===== src/rtl/booth_multiplier.sv =====
// Sequential signed 32x32 Booth multiplier, radix-4 by default (17-cycle latency);
// defining MULT_RADIX2_EN selects a radix-2 datapath (33-cycle latency). ctrl_DIV aborts, ctrl_MULT restarts.
module booth_multiplier #(
    parameter int WIDTH = 32
) (
    input  logic             clock,
    input  logic             reset_n,
    input  logic [WIDTH-1:0] data_operandA,
    input  logic [WIDTH-1:0] data_operandB,
    input  logic             ctrl_MULT,
    input  logic             ctrl_DIV,
    output logic [WIDTH-1:0] data_result,
    output logic             data_exception,
    output logic             data_resultRDY
);

`ifdef MULT_RADIX2_EN
    localparam int N = WIDTH;
`else
    localparam int N = WIDTH / 2;
`endif
    localparam logic [4:0] LAST = 5'(N - 1);

    typedef enum logic [1:0] {IDLE, RUN, DONE} state_t;

    state_t             state_q, state_d;
    logic [4:0]         cnt_q, cnt_d;
    logic [WIDTH-1:0]   a_q, a_d;
    logic [WIDTH+1:0]   acc_q, acc_d;
    logic [WIDTH-1:0]   mq_q, mq_d;
    logic               qm1_q, qm1_d;
    logic [WIDTH-1:0]   res_q, res_d;
    logic               exc_q, exc_d;
    logic               rdy_q, rdy_d;

    logic [WIDTH+1:0]   a_ext;
    logic [WIDTH+1:0]   pp;
    logic [WIDTH+1:0]   sum;
    logic [2*WIDTH-1:0] product;

    assign a_ext   = {{2{a_q[WIDTH-1]}}, a_q};
    assign sum     = acc_q + pp;
    assign product = {acc_q[WIDTH-1:0], mq_q};

    // Two guard bits in acc keep +-2A and the 2^31 case of -A from wrapping.
    always_comb begin
        pp = '0;
`ifdef MULT_RADIX2_EN
        case ({mq_q[0], qm1_q})
            2'b01:   pp = a_ext;
            2'b10:   pp = -a_ext;
            default: pp = '0;
        endcase
`else
        case ({mq_q[1:0], qm1_q})
            3'b001, 3'b010: pp = a_ext;
            3'b011:         pp = a_ext << 1;
            3'b100:         pp = -(a_ext << 1);
            3'b101, 3'b110: pp = -a_ext;
            default:        pp = '0;
        endcase
`endif
    end

    always_comb begin
        state_d = state_q;
        cnt_d   = cnt_q;
        a_d     = a_q;
        acc_d   = acc_q;
        mq_d    = mq_q;
        qm1_d   = qm1_q;
        res_d   = res_q;
        exc_d   = exc_q;
        rdy_d   = 1'b0;
        if (ctrl_DIV) begin
            state_d = IDLE;
        end else if (ctrl_MULT) begin
            state_d = RUN;
            cnt_d   = '0;
            a_d     = data_operandA;
            mq_d    = data_operandB;
            acc_d   = '0;
            qm1_d   = 1'b0;
        end else begin
            case (state_q)
                RUN: begin
`ifdef MULT_RADIX2_EN
                    acc_d = {sum[WIDTH+1], sum[WIDTH+1:1]};
                    mq_d  = {sum[0], mq_q[WIDTH-1:1]};
                    qm1_d = mq_q[0];
`else
                    acc_d = {{2{sum[WIDTH+1]}}, sum[WIDTH+1:2]};
                    mq_d  = {sum[1:0], mq_q[WIDTH-1:2]};
                    qm1_d = mq_q[1];
`endif
                    if (cnt_q == LAST) begin
                        state_d = DONE;
                    end else begin
                        cnt_d = cnt_q + 5'd1;
                    end
                end
                DONE: begin
                    state_d = IDLE;
                    res_d   = product[WIDTH-1:0];
                    exc_d   = ~((&product[2*WIDTH-1:WIDTH-1]) | ~(|product[2*WIDTH-1:WIDTH-1]));
                    rdy_d   = 1'b1;
                end
                default: state_d = IDLE;
            endcase
        end
    end

    always_ff @(posedge clock) begin
        if (!reset_n) begin
            state_q <= IDLE;
            cnt_q   <= '0;
            a_q     <= '0;
            acc_q   <= '0;
            mq_q    <= '0;
            qm1_q   <= 1'b0;
            res_q   <= '0;
            exc_q   <= 1'b0;
            rdy_q   <= 1'b0;
        end else begin
            state_q <= state_d;
            cnt_q   <= cnt_d;
            a_q     <= a_d;
            acc_q   <= acc_d;
            mq_q    <= mq_d;
            qm1_q   <= qm1_d;
            res_q   <= res_d;
            exc_q   <= exc_d;
            rdy_q   <= rdy_d;
        end
    end

    assign data_result    = res_q;
    assign data_exception = exc_q;
    assign data_resultRDY = rdy_q;

endmodule


===== config.mk =====
export PLATFORM = sky130hd
export DESIGN_NAME = booth_multiplier
export DESIGN_NICKNAME = d
export VERILOG_FILES = /design/src/rtl/booth_multiplier.sv
export SDC_FILE = /design/constraint.sdc
export NUM_CORES = 1
export LEC_CHECK = 0
export BUFFER_PORTS_ARGS = -buffer_cell sky130_fd_sc_hd__clkbuf_2
export CAP_MARGIN = 10
export CORE_ASPECT_RATIO = 0.6
export CORE_UTILIZATION = 54
export DETAILED_ROUTE_END_ITERATION = 10
export PLACE_DENSITY = 0.84
export SYNTH_ARGS = -nofsm -noshare
export SYNTH_HDL_FRONTEND = slang
export SYNTH_SLANG_ARGS = --single-unit

===== constraint.sdc =====
create_clock -name clock -period 4.45 [get_ports clock]
set_clock_uncertainty 0.05 [all_clocks]
set_input_delay 0.2225 -clock clock [delete_from_list [all_inputs] [get_ports clock]]
set_output_delay 0.2225 -clock clock [all_outputs]
set_load 0.02 [all_outputs]

==> results.txt <==
main combinational cell family by area after synthesis = compound AO/OA/AOI/OAI gates
final core occ = 0.696
min Tclk post-route = 4.58 ns
Starting Density = 0.557
most frequent cells in the layout = nand2_1, dfxtp_1, buf_4, clkbuf_2, a21boi_0
met1 usage = 0.484
Sequential cell area = 2770 sq um
largest net degree at the start of global routing = 116
reg-to-reg slack, setup = -0.13 ns
initial DRC count = 1274
Adder-Cell Fraction of Synth Area = 0.0516
setup slack at placement = -0.226 ns
placed inst area = 10300 sq um
grt met3 use = 0.0887
vias in the first global route = 8653
EDFF count, synth = 0
NumNets Final = 1441
antenna diode count = 0
most used cell, CP = o21bai_1
first-pass GRT wire length = 45500 um
Synth Area in Simple Gates = 0.224
Post-Route WL = 28900 um
largest fanout on the critical path = 4
Worst-Skew Late Latency = 0.44 ns
total grt overflow = 0
I/O pins = 102
Compound-Gate Fraction of Synth Area = 0.252
area delta synth->final = 24.8%
Least-Margin Pin Slew = 1.02 ns
CTS tree = done
DR vias = 9488
setup_tns = -0.272 ns
DP Cell Count = 1510
CTS sink cnt = 138
worst vdd ir = 272 uV
gp weighted congestion = 0.997
Via-to-Cell Ratio = 6.02
dpl hpwl = 20000 um
CP arrival = 4.86 ns
Async SR Flop Fraction = 0
port bufs = 101
commonest non-fill, non-tap cell in the layout = nand2_1
Worst Slack Setup Final = -0.126 ns
kind of critical path = reg2reg
Crit. End Element = flip-flop
Root Buffer = clkbuf_16
post-layout power = 3.59 mW
Syn Std Cell Area = 9110 sq um
Ys Warns = 0
failing checks = setup timing
slowest CP cell = or4b_4
post-synthesis mux area share = 0.0483
detailed-route DRC error count = 0
clock slew at reported path FFs = 0.08 ns
max incr delay on CP = 0.53 ns
layer with the highest usage = met2
filler instances = 1262
area of the multi-input gates = 6070 sq um
syn_area_per_cell = 7.77 sq um
Post-Syn Nets = 1278
Routed Antenna Nets = 0
CORE AREA = 16400 sq um
final cycle utilization of the critical path = 1.03
max cap viols = 0
unique cell type count in the Yosys netlist = 68
post-route cell area = 11400 sq um
Die Area = 17400 sq um
Die Span Y = 103 um
total CTS buffers = 17
pwr/cell area = 315 nW/um^2
final instance count without filler cells = 1577
layout cell share with drive strength beyond 1 = 0.209
GRT met2 Usage = 0.495
Min Hold Slack = 0.00499 ns
Total GRT Usage = 0.336
unrepaired setup endpoints after global routing = true
final number of hold-violating endpoints = 0
status = finished, violations left
Hold WC Path Type = in2reg
max-slew violations = 0
CP delay by family, top = compound AO/OA/AOI/OAI gates
row cnt = 36
post-synthesis xor/xnor area fraction = 0.0750
Achievable Freq = 219 MHz
htree depth = 4
critical path launch point type = flip-flop
DIE WIDTH = 170 um
wire per inst = 18.3 um
final setup vio count = 7
DRT Pass-1 Iters = 7
Max Root-Sink Buffers = 2
CP required = 4.73 ns
Pleak = 5.04 nW
register bit total from synthesis = 138
instance count of the mapped netlist = 1173
crit-path cells = nor4_4, or2b_1, or4_4, or4b_4, xor2_1, a221oi_2, a31oi_1, ha_2, nand2_2, o21bai_1, a221o_1, a31oi_2, o21ai_2, o31ai_2, xnor2_1, o21bai_1, a22o_1
CP bufs+invs = 0
initial antenna violation count = 0
Max-slew headroom = 0.322
sequential cell area fraction in the yosys report = 0.303
predominant post-synthesis flop cell = dfxtp_1
[power breakdown]
| part | switching (mW) | total [mW] | leakage (nW) | internal, mW |
|---|---|---|---|---|
| logic | 0.428 | 0.782 | 3.62 | 0.355 |
| registers | 0.0445 | 1.32 | 1.12 | 1.27 |
| clock network | 0.679 | 1.48 | 0.297 | 0.806 |
[cell usage after synthesis, types with 15 or more instances]
master    instances  area, sq um
o21ai_0          44          220
mux2i_1          44          440
ha_1             36          450
nor2_1           40          150
inv_1            18         67.6
clkbuf_1         81          304
a21boi_0         67          503
a22oi_1          17          128
a31oi_1          25          156
a221oi_1         20          175
o211a_1          31          310
nor3_1           15         75.1
a21oi_1          55          275
xnor2_1          48          420
nor2b_1          21          131
dfxtp_1         138         2760
xor2_1           30          263
nand2_1         262          983
[kinds of logic (layout without fill, tap and decap cells)]
family,after synthesis,in the layout
XOR/XNOR,78,78
buffers and inverters,110,286
AND/OR/NAND/NOR,440,440
AO/OA/AOI/OAI,326,326
flip-flops,138,138
adder cells (fa/ha/maj),37,37
multiplexers,44,44
[worst reg2reg max path, cell delays in order, from the launching register on]
cell,delay [ns]
dfxtp_2,0.34
nor4_4,0.27
or2b_1,0.26
or4_4,0.43
or4b_4,0.53
xor2_1,0.17
a221oi_2,0.28
a31oi_1,0.10
ha_2,0.39
nand2_2,0.06
o21bai_1,0.16
a221o_1,0.31
a31oi_2,0.19
o21ai_2,0.10
o31ai_2,0.32
xnor2_1,0.19
o21bai_1,0.11
a22o_1,0.22
[final timing paths]
kind | start | endpoint | depth (start not counted)
setup / recovery | a_q[9] | acc_q[32] | 17
hold reg to reg | data_result[31] | data_result[31] | 2
setup reg to reg | a_q[9] | acc_q[32] | 17
hold / removal | data_operandA[30] | a_q[30] | 3
[metal layers]
metal	wire length [um]	part of all wire
met1	13300	0.46
met2	11900	0.41
met3	3180	0.11
met4	435	0.015
met5	0	0
[area by class of cell]
| class | count | area share |
|---|---|---|
| multi-input cells | 925 | 0.534 |
| flip-flops and latches | 138 | 0.243 |
| repair buffers | 235 | 0.139 |
| clock buffers | 17 | 0.0374 |
| well taps | 228 | 0.0251 |
| clock inverters | 15 | 0.0151 |
| inverters | 19 | 0.00627 |
[sequential cells by signal (all words and copies together) (netlist names)]
register	cells
state_q	2
acc_q	32
data_exception	1
data_result	32
qm1_q	1
cnt_q	5
data_resultRDY	1
mq_q	32
a_q	32
[repair_timing]
item / CTS / global route
buffers inserted: 3 / 3
cloned: 0 / 0
hold buffers: 29 / 0
pin swaps: 10 / 10
gates resized for setup: 16 / 15
endpoints found under the setup margin: 5 / 14
hold endpoints to repair: 29 / 0
Note: power is estimated with default switching activity, not from simulation.
